==> src/rtl/nco_iq_pkg.sv <==
// nco_iq_pkg: rotation encodings and the round/saturate helpers shared by
// the NCO I/Q unpacker and its per-channel lane.
package nco_iq_pkg;

    localparam logic [1:0] ROT_0   = 2'd0;
    localparam logic [1:0] ROT_90  = 2'd1;
    localparam logic [1:0] ROT_180 = 2'd2;
    localparam logic [1:0] ROT_270 = 2'd3;

    // Wide signed carrier for the helpers; callers sign-extend into it
    // and size-cast the result back down to their own width.
    typedef logic signed [31:0] wide_t;

    // Negate a w-bit value; the most negative code maps to the most
    // positive one instead of wrapping.
    function automatic wide_t sat_neg(input wide_t x, input int w);
        wide_t lo;
        lo = -(32'sd1 <<< (w - 1));
        if (x == lo) begin
            return (32'sd1 <<< (w - 1)) - 32'sd1;
        end
        return -x;
    endfunction

    // Round half up from d_w to o_w bits. Only the positive side can
    // overflow, since the rounding offset is always positive.
    function automatic wide_t round_sat(input wide_t x, input int d_w,
                                        input int o_w);
        int    r;
        wide_t hi;
        wide_t y;
        r  = d_w - o_w;
        hi = (32'sd1 <<< (o_w - 1)) - 32'sd1;
        if (r == 0) begin
            return x;
        end
        y = (x + (32'sd1 <<< (r - 1))) >>> r;
        if (y > hi) begin
            return hi;
        end
        return y;
    endfunction

endpackage

==> src/rtl/nco_iq_lane.sv <==
// nco_iq_lane: one channel's round (stage 1) and quadrant rotate (stage 2).
// Ports: clk, rst_n; ld1/ld2 stage load strobes from the top; cos_in/sin_in
// raw D_WIDTH fields; rot_in quadrant select; cos_out/sin_out O_WIDTH result.
module nco_iq_lane
    import nco_iq_pkg::*;
#(
    parameter int D_WIDTH = 12,
    parameter int O_WIDTH = 12
) (
    input  logic               clk,
    input  logic               rst_n,
    input  logic               ld1,
    input  logic               ld2,
    input  logic [D_WIDTH-1:0] cos_in,
    input  logic [D_WIDTH-1:0] sin_in,
    input  logic [1:0]         rot_in,
    output logic [O_WIDTH-1:0] cos_out,
    output logic [O_WIDTH-1:0] sin_out
);

    logic signed [O_WIDTH-1:0] c1;
    logic signed [O_WIDTH-1:0] s1;
    logic        [1:0]         rot1;

    always_ff @(posedge clk or negedge rst_n) begin
        if (!rst_n) begin
            c1   <= '0;
            s1   <= '0;
            rot1 <= ROT_0;
        end else if (ld1) begin
            c1   <= O_WIDTH'(round_sat(wide_t'($signed(cos_in)),
                                       D_WIDTH, O_WIDTH));
            s1   <= O_WIDTH'(round_sat(wide_t'($signed(sin_in)),
                                       D_WIDTH, O_WIDTH));
            rot1 <= rot_in;
        end
    end

    logic signed [O_WIDTH-1:0] neg_c;
    logic signed [O_WIDTH-1:0] neg_s;
    logic signed [O_WIDTH-1:0] rot_c;
    logic signed [O_WIDTH-1:0] rot_s;

    assign neg_c = O_WIDTH'(sat_neg(wide_t'(c1), O_WIDTH));
    assign neg_s = O_WIDTH'(sat_neg(wide_t'(s1), O_WIDTH));

    always_comb begin
        rot_c = c1;
        rot_s = s1;
        unique case (rot1)
            ROT_0: begin
                rot_c = c1;
                rot_s = s1;
            end
            ROT_90: begin
                rot_c = neg_s;
                rot_s = c1;
            end
            ROT_180: begin
                rot_c = neg_c;
                rot_s = neg_s;
            end
            ROT_270: begin
                rot_c = s1;
                rot_s = neg_c;
            end
        endcase
    end

    // Outputs load only with a valid word so the last carrier sample
    // stays on the bus between words.
    always_ff @(posedge clk or negedge rst_n) begin
        if (!rst_n) begin
            cos_out <= '0;
            sin_out <= '0;
        end else if (ld2) begin
            cos_out <= rot_c;
            sin_out <= rot_s;
        end
    end

endmodule

==> src/rtl/nco_iq_unpack.sv <==
// nco_iq_unpack: splits an N-channel packed NCO word into rounded, rotated
// cos/sin samples through a 2-stage pipeline with valid/ready handshake.
// Ports: clk, rst_n; s_tdata/s_tvalid/s_tready input stream; rot_sel
// per-channel quadrant; m_cos/m_sin/m_tvalid/m_tready output stream;
// underrun_cnt/underrun_clr counter, built only with NCO_IQ_UNDERRUN_CNT_EN.
module nco_iq_unpack
    import nco_iq_pkg::*;
#(
    parameter int N_CH    = 2,
    parameter int FIELD_W = 16,
    parameter int D_WIDTH = 12,
    parameter int O_WIDTH = 12
) (
    input  logic                    clk,
    input  logic                    rst_n,
    input  logic [N_CH*2*FIELD_W-1:0] s_tdata,
    input  logic                    s_tvalid,
    output logic                    s_tready,
    input  logic [N_CH*2-1:0]       rot_sel,
    output logic [N_CH*O_WIDTH-1:0] m_cos,
    output logic [N_CH*O_WIDTH-1:0] m_sin,
    output logic                    m_tvalid,
    input  logic                    m_tready,
    output logic [15:0]             underrun_cnt,
    input  logic                    underrun_clr
);

    logic en;
    logic v1;

    // One enable for the whole pipe: it moves unless the output is stuck.
    assign en       = !m_tvalid || m_tready;
    assign s_tready = en;

    always_ff @(posedge clk or negedge rst_n) begin
        if (!rst_n) begin
            v1       <= 1'b0;
            m_tvalid <= 1'b0;
        end else if (en) begin
            v1       <= s_tvalid;
            m_tvalid <= v1;
        end
    end

    for (genvar k = 0; k < N_CH; k++) begin : g_lane
        nco_iq_lane #(
            .D_WIDTH(D_WIDTH),
            .O_WIDTH(O_WIDTH)
        ) u_lane (
            .clk    (clk),
            .rst_n  (rst_n),
            .ld1    (en && s_tvalid),
            .ld2    (en && v1),
            .cos_in (s_tdata[k*2*FIELD_W +: D_WIDTH]),
            .sin_in (s_tdata[k*2*FIELD_W+FIELD_W +: D_WIDTH]),
            .rot_in (rot_sel[k*2 +: 2]),
            .cos_out(m_cos[k*O_WIDTH +: O_WIDTH]),
            .sin_out(m_sin[k*O_WIDTH +: O_WIDTH])
        );
    end

    // Padding MSBs of each field carry no information.
    logic unused_pad;
    assign unused_pad = ^s_tdata;

`ifdef NCO_IQ_UNDERRUN_CNT_EN
    logic seen_hs;

    always_ff @(posedge clk or negedge rst_n) begin
        if (!rst_n) begin
            seen_hs      <= 1'b0;
            underrun_cnt <= '0;
        end else begin
            if (m_tvalid && m_tready) begin
                seen_hs <= 1'b1;
            end
            if (underrun_clr) begin
                underrun_cnt <= '0;
            end else if (seen_hs && m_tready && !m_tvalid &&
                         underrun_cnt != 16'hFFFF) begin
                underrun_cnt <= underrun_cnt + 16'd1;
            end
        end
    end
`else
    logic unused_clr;
    assign unused_clr   = underrun_clr;
    assign underrun_cnt = '0;
`endif

endmodule

==> config.mk <==
export PLATFORM = sky130hd
export DESIGN_NAME = nco_iq_unpack
export DESIGN_NICKNAME = d
export VERILOG_FILES = /design/src/rtl/nco_iq_pkg.sv /design/src/rtl/nco_iq_lane.sv /design/src/rtl/nco_iq_unpack.sv
export SDC_FILE = /design/constraint.sdc
export NUM_CORES = 1
export LEC_CHECK = 0
export ABC_AREA = 1
export CELL_PAD_IN_SITES_DETAIL_PLACEMENT = 2
export CELL_PAD_IN_SITES_GLOBAL_PLACEMENT = 2
export CORE_MARGIN = 5
export CORE_UTILIZATION = 30
export DETAILED_ROUTE_END_ITERATION = 10
export GPL_TIMING_DRIVEN = 0
export PLACE_DENSITY = 0.88
export SKIP_LAST_GASP = 1
export SYNTH_ARGS = -nofsm -noshare
export SYNTH_HDL_FRONTEND = slang
export SYNTH_HIERARCHICAL = 1
export SYNTH_SLANG_ARGS = --single-unit
==> constraint.sdc <==
create_clock -name clk -period 4.4 [get_ports clk]
set_clock_uncertainty 0.2 [all_clocks]
set_input_delay 0.66 -clock clk [delete_from_list [all_inputs] [get_ports clk]]
set_output_delay 0.66 -clock clk [all_outputs]
set_load 0.03 [all_outputs]
# [Word level (Yosys, flattened, before mapping)]
# Index checks and enable logic that the tools add are counted.
[word_totals] mem_count=0 romBits=0 mem_bits_rw=0 wordCells=77 latch_bits=0 ff_bits=102
[classes] magnitude_cmp=4 div_mod_pow=0 n_mul=0 mux=41 eq_ne=10 n_reduce_logical=6 shift=0 add_sub_neg=4 bitwise_logic=0
[op_table] operator="$mux 12" count=20
[op_table] operator="$pmux 12 s4" count=4
[op_table] operator="$eq 12x12->1 const B" count=4
[op_table] operator="$gt 12x12->1 const B" count=4
[op_table] operator="$neg 12->12" count=4
[op_table] operator="$mux 1" count=17
[op_table] operator="$eq 2x2->1 const B" count=4
[op_table] operator="$eq 2x1->1 const B" count=2
[op_table] operator="$logic_not 2->1" count=2
[op_table] operator="$logic_and 1x1->1" count=2
[op_table] operator="$logic_not 1->1" count=1
[op_table] operator="$logic_or 1x1->1" count=1

# [Logic depth before layout (Yosys ltp)]
# Gate-level depths: netlist of run 1.
[logic_depth] word_depth=8 mapped_depth=12 depth_no_buf=11

# [Modules after synthesis]
# Netlist of run 1, hierarchy kept.
[by_module_without_submodules] module="nco_iq_lane" cells_each=457 n_inst=2 area_each_um2=3128.0
[by_module_without_submodules] module="nco_iq_unpack" cells_each=29 n_inst=1 area_each_um2=232.7

# [Least setup slack after synthesis of run 1]
# OpenSTA, ideal clock, no wires.
[synth_path] kind="input port to flip-flop" start="in m_tready" end="reg g_lane[0].u_lane.cos_out[6]" path_slack_ps=2329 arrival_time_ps=1805 required_ps=4134 stages=9 setup_ps=66 cell_sequence="inv_2 -> nand2_4 -> inv_2 -> nor2_2 -> clkinv_1 -> clkbuf_1 -> a21oi_1 -> nand2_1 -> nand2_1"
[synth_between] elab_chain_len=2
[synth_rtl] item="start, declared" line="nco_iq_unpack.sv:23" source="input logic m_tready,"
[synth_rtl] item="$logic_or 1x1->1" line="nco_iq_unpack.sv:32" source="assign en = !m_tvalid || m_tready;"
[synth_rtl] item="net s_tready" line="nco_iq_unpack.sv:18" source="output logic s_tready,"
[synth_rtl] item="$logic_and 1x1->1" line="nco_iq_unpack.sv:53" source=".ld2 (en && v1),"
[synth_rtl] item="end signal, assigned" line="nco_iq_lane.sv:77" source="cos_out <= rot_c;"
[synth_rtl] item="end, declared" line="nco_iq_lane.sv:17" source="output logic [O_WIDTH-1:0] cos_out,"
# The timed path passes the listed nets, and every way through them passes these cells.
# A chain may end at the register's enable or synchronous reset.

# [Worst setup path in the final report of run 1]
[layout_path] start="in m_tready" end="reg g_lane[1].u_lane.cos_out[5]"
[layout_between] elab_chain_len=2
[layout_rtl] item="$logic_or 1x1->1" line="nco_iq_unpack.sv:32"
[layout_rtl] item="$logic_and 1x1->1" line="nco_iq_unpack.sv:53"
[layout_rtl] item="end signal, assigned" line="nco_iq_lane.sv:77"
[layout_rtl] item="end, declared" line="nco_iq_lane.sv:17"
# Every way passes these cells.

==> flow_summary.toml, run 1 <==
[floorplan]
die_w_um = 157.1
initial_utilization = 0.3067
dieArea_mm2 = 0.02467
fp.coreArea_mm2 = 0.02115
io_pins = 139
rows = 53
die_y_um = 157.1

[layout]
finish.cell_count_without_fillers = 1355
antenna_cells = 0
drive_gt1_frac = 0.1019
nFillCells = 2531
layout_common_cells = "nand2_1 (347), o21ai_0 (112), clkdlybuf4s50_1 (104)"
mostFrequentLayoutCell = "nand2_1"
syn_to_final_growth_pct = 27.48
fin_nets = 1152

[placement]
placed_cells = 1339
place_hpwl_um = 21860
place.gp.congestion = 0.8637
portBuffers = 105

[synth]
syn_area_mm2 = 0.006489
synth_xor_area_frac = 0.005399
syn_area_per_cell_um2 = 6.881
synth_compound_area_frac = 0.1527
synthAdderAreaFrac = 0.007713
netlist_instances = 943
synthDistinctLibCells = 29
ys.flop_type = "dfrtp_1"
synth_top_family_by_area = "simple AND/OR/NAND/NOR gates"
synth-seq-cells = 102
ys.warnings.count = 6
yosys.area_share.simple = 0.3457
synthMuxAreaShare = 0.003471
synthArstFlopShare = 1.000
synth-seq-area-share = 0.3934
synth_edf_count = 0

[critical_path]
critPathCaptureType = "flip-flop"
worstPathArrival_ns = 3.13
r2r_start = "m_tvalid$_DFFE_PN0P_"
r2r_cells = 8
r2r-end = "g_lane[1].u_lane/cos_out[5]$_DFFE_PN0P_"
criticalPathCategory = "input port to flip-flop"
regToRegSetupSlack_ns = 1.72
critPathLaunchType = "input port"
crit_fanout = 12
cp.required_ns = 4.50

[route]
ant_nets = 0
first_pass_iters = 5
drc = 0
wl_per_cell_um = 20.60
drt_wl_total_um = 27910
drt-initial-drc-count = 337
routed_via_density = 5.163
dr_total_vias = 6996

[cts]
cts_buffer_depth = 2
clkTransAtPathRegs_ns = 0.08
post_cts_buffers = 0
cts_hold_buf = 0
cts_buffers = 9
cts_tree = "built"
clk_latency_ns = 0.37
clock_sinks = 102
cts_resized = 0
root_buffer = "clkbuf_16"
h-tree-depth = 3

[sta]
clock.fmax_ghz = 0.3302
relSlewSlack = 0.5146
maxSlewViolCount = 0
period_needed_ns = 3.028
rsz0062_at_grt = "false"
post-route-period-util = 0.6883
finalSetupViolCount = 0
worst_pin_slew_ns = 0.7280
final_hold_viol_count = 0

[job]
max-cap-violations = 0

[status]
outcome = "finished clean"

[global_routing]
grt_pass1_vias = 7678
grt_max_degree = 69
overflow = 0
grt_use_total = 0.2306
grt_pass1_wl_um = 44200
antenna_found_initial = 0

[min_path]
holdCritPathClass = "input port to async pin"

[power]
power_w = 0.004331
power_leakage_nw = 3.898
power.density_mw_per_mm2 = 523.6
ir_drop_uv = 269.1
## worst max-delay path by stage
stage	startpoint	slack, ns	cells after the start	endpoint
final	m_tready	1.37	10	g_lane[1].u_lane/cos_out[5]$_DFFE_PN0P_
after global routing	m_tready	1.20	10	g_lane[0].u_lane/sin_out[10]$_DFFE_PN0P_
after CTS	m_tready	1.35	10	g_lane[1].u_lane/sin_out[9]$_DFFE_PN0P_
after detailed placement	m_tready	0.97	10	g_lane[1].u_lane/sin_out[9]$_DFFE_PN0P_
after global placement	rst_n	-1.62	1	g_lane[1].u_lane/s1[5]$_DFFE_PN0P_
after floorplan	m_tready	2.33	9	g_lane[0].u_lane/cos_out[6]$_DFFE_PN0P_
## sequential cells by signal, summed over array words and instances (netlist names)
name and flops:
g_lane.u_lane/c1 24, g_lane.u_lane/cos_out 24, v1 1, g_lane.u_lane/sin_out 24
m_tvalid 1, g_lane.u_lane/rot1 4, g_lane.u_lane/s1 24
## critical path, cell delays in order
cell and delay (ns):
clkdlybuf4s50_1 0.47, inv_2 0.05, nand2_4 0.08, inv_2 0.04
nor2_2 0.44, clkinv_1 0.48, clkbuf_1 0.44, a21oi_1 0.30
nand2_1 0.10, nand2_1 0.07
## per-stage QoR
stage	hold slack (ns)	setup WS, ns	setup TNS, ns	instance area, µm²	utilization
floorplan	0.1644	2.329	0	6545	-
global placement	0.2633	-1.620	-163.87	7940	0.3753
detailed placement	0.2744	0.9708	0	7965	0.3765
CTS	0.08680	1.348	0	8272	0.3910
global route	0.1057	1.202	0	8272	0.3910
finish	0.06932	1.372	0	8272	0.3910
## metal layers
layer	share of wire	wire, µm	GRT usage
met5	0	0	0
met4	0.019	542	0.06022
met3	0.052	1447	0.03574
met2	0.47	13200	0.3874
met1	0.46	12730	0.3116
## report_power, final
part | total [W] | switching, W | internal, W
sequential | 0.00141 | 0.000222 | 0.00119
clock | 0.000874 | 0.000422 | 0.000452
combinational | 0.00205 | 0.00136 | 0.000687
total | 0.00433 | 0.00200 | 0.00233
## synth_stat cells (11+ instances only)
cell,instances,area [µm²]
a21oi_1,52,260.3
buf_2,12,60.06
buf_4,16,120.1
clkbuf_1,24,90.09
dfrtp_1,102,2552
inv_1,54,202.7
inv_2,20,75.07
nand2_1,347,1303
nand3_1,75,375.4
nand4_1,12,75.07
nor2_1,34,127.6
nor2_2,11,68.82
o21ai_0,112,560.5
o21ai_1,12,60.06
## kinds of logic (layout without fill, tap and decap cells)
group / count (synthesis) / in the layout
AOI/OAI and AO/OA: 190 / 190
xor gates and xnor gates: 4 / 4
adders and majority gates: 4 / 4
buffers and inverters: 132 / 254
DFF: 102 / 102
muxes: 2 / 2
other: 1 / 16
and+or+nand+nor: 508 / 508
## final cells by class
class | count | area [µm²] | share of cell area
Tap cell | 275 | 344.1 | 0.04160
Clock inverter | 7 | 81.33 | 0.009832
Clock buffer | 9 | 225.2 | 0.02723
Sequential cell | 102 | 2552 | 0.3086
Multi-Input combinational cell | 724 | 3402 | 0.4113
Timing Repair Buffer | 106 | 1076 | 0.1301
Inverter | 78 | 297.8 | 0.03600
Buffer | 54 | 292.8 | 0.03540
No activity file was read; power rests on OpenSTA's default activity.
==> inputs of run 2 (changes only) <==
Settings changed: CORE_UTILIZATION 30 to 25, PLACE_DENSITY 0.88 to 0.79.
Clock period 4.4 ns to 2.5 ns, I/O delays scaled along.
==> flow_summary.toml, run 2 (synthesis results as in run 1) <==
[route]
drt-initial-drc-count = 424
drc = 0
top_layer = "met4"
first_pass_iters = 5
drt_wl_total_um = 27640
wl_per_cell_um = 19.49
met3_length_um = 1502
ant_nets = 0
dr_wl_met2_um = 12060
dr_total_vias = 6958
met1_length_um = 13720
routed_via_density = 4.907

[critical_path]
path_cells = "clkdlybuf4s50_1, inv_2, nand2_4, nand2_4, inv_1, clkbuf_1, clkbuf_1, nand2_1, o21ai_0"
crit_fanout = 10
slowest_delay_ns = 0.57
cp.required_ns = 2.57
regToRegSetupSlack_ns = 0.25
critPathLaunchType = "input port"
worstPathArrival_ns = 2.32
critPathSlowestCell = "clkbuf_1"
criticalPathCategory = "input port to flip-flop"
critPathCaptureType = "flip-flop"

[sta]
relSlewSlack = 0.5164
worst_pin_slew_ns = 0.7254
final_hold_viol_count = 0
hold_slack_ns = 0.2831
maxSlewViolCount = 0
finalSetupViolCount = 0
period_needed_ns = 2.253
post-route-period-util = 0.9013
rsz0062_at_grt = "false"
clock.fmax_ghz = 0.4438

[layout]
nFillCells = 3070
final_util = 0.3233
fin_nets = 1155
drive_gt1_frac = 0.1043
layout_common_cells = "nand2_1 (347), o21ai_0 (112), clkdlybuf4s50_1 (104)"
multiInputGateArea_mm2 = 0.003407
regArea_mm2 = 0.002552
syn_to_final_growth_pct = 28.73
antenna_cells = 0
mostFrequentLayoutCell = "nand2_1"

[floorplan]
fp.coreArea_mm2 = 0.02584
initial_utilization = 0.2511
io_pins = 139
die_w_um = 171.1
die_y_um = 171.1
dieArea_mm2 = 0.02928
rows = 59

[min_path]
holdCritPathClass = "flip-flop to flip-flop"

[status]
outcome = "finished clean"

[cts]
clock_sinks = 102
root_buffer = "clkbuf_16"
cts_buffers = 9
cts_tree = "built"
cts_buffer_depth = 2
clkTransAtPathRegs_ns = 0.08
h-tree-depth = 3
clk_latency_ns = 0.35

[placement]
portBuffers = 105
place.gp.congestion = 0.9082
place_hpwl_um = 21930

[job]
max-cap-violations = 0

[global_routing]
grt_pass1_vias = 7441
grt_max_degree = 65
antenna_found_initial = 0
grt_use_total = 0.1887
overflow = 0
grt_pass1_wl_um = 43270

[power]
ir_drop_uv = 384.0
power.density_mw_per_mm2 = 886.6
power_leakage_nw = 3.904
[run 2: cell types whose count changed in the layout (fill, tap and decap cells not counted), moves of 2 or more]
cell and delta:
buf_4 +2, clkinv_2 +2, clkinv_1 -2, clkinv_4 +2, inv_8 -2
[run 2: worst paths after layout]
path | cells past startpoint | from | end
min | 2 | g_lane[1].u_lane/sin_out[9]$_DFFE_PN0P_ | g_lane[1].u_lane/sin_out[9]$_DFFE_PN0P_
max | 9 | m_tready | g_lane[1].u_lane/s1[1]$_DFFE_PN0P_
min in group asynchronous | 2 | rst_n | g_lane[1].u_lane/cos_out[9]$_DFFE_PN0P_
min reg2reg | 2 | g_lane[1].u_lane/sin_out[9]$_DFFE_PN0P_ | g_lane[1].u_lane/sin_out[9]$_DFFE_PN0P_
max in group asynchronous | 3 | rst_n | g_lane[0].u_lane/sin_out[9]$_DFFE_PN0P_
max reg2reg | 8 | g_lane[1].u_lane/s1[0]$_DFFE_PN0P_ | g_lane[1].u_lane/cos_out[6]$_DFFE_PN0P_
[run 2: power by group]
part | internal, W | leakage [nW] | switching [W]
sequential | 0.00209 | 1.26 | 0.000358
clock | 0.000706 | 0.135 | 0.000676
combinational | 0.00122 | 2.51 | 0.00235
total | 0.00402 | 3.90 | 0.00339
[run 2: per-layer routing]
metal  track usage  vias to the layer above
li1              -                     3300
met2        0.2887                      169
met5             0                        -
met1        0.2805                     3466
met4       0.04306                        0
met3       0.02865                       23
[run 2: through the flow]
step	instances	total power (W)	setup TNS, ns	area (µm²)	setup WS, ns
global placement	1398	0.005924	-372.27	8015	-3.416
floorplan	958	0.004486	0	6545	0.5335
CTS	1416	0.007469	0	8334	0.03651
detailed placement	1399	0.006039	-28.37	8040	-0.7130
finish	1418	0.007406	0	8353	0.2467
global route	1418	0.007891	0	8353	0.06215
[run 2: timing repair]
item                                   4_1_cts  5_1_grt
pin swaps                                    0        1
setup buffers                                0        2
resized for setup                            2        1
endpoints found under the hold margin       38        0
setup endpoints to repair                   48       14
hold buffers                                 1        0
[run 2: final cells by class]
class,count,area share
buffer,54,0.03505
clock buffer,11,0.02906
clock inverter,5,0.004194
inverter,78,0.03625
multi-input combinational,724,0.4079
sequential,102,0.3056
tap,335,0.05018
timing repair buffer,109,0.1318
[run 2: critical path: cells and delay by family]
kind            cells  cell delay [ns]
compound gates      1             0.12
buf+inv             5             1.48
simple gates        3             0.33
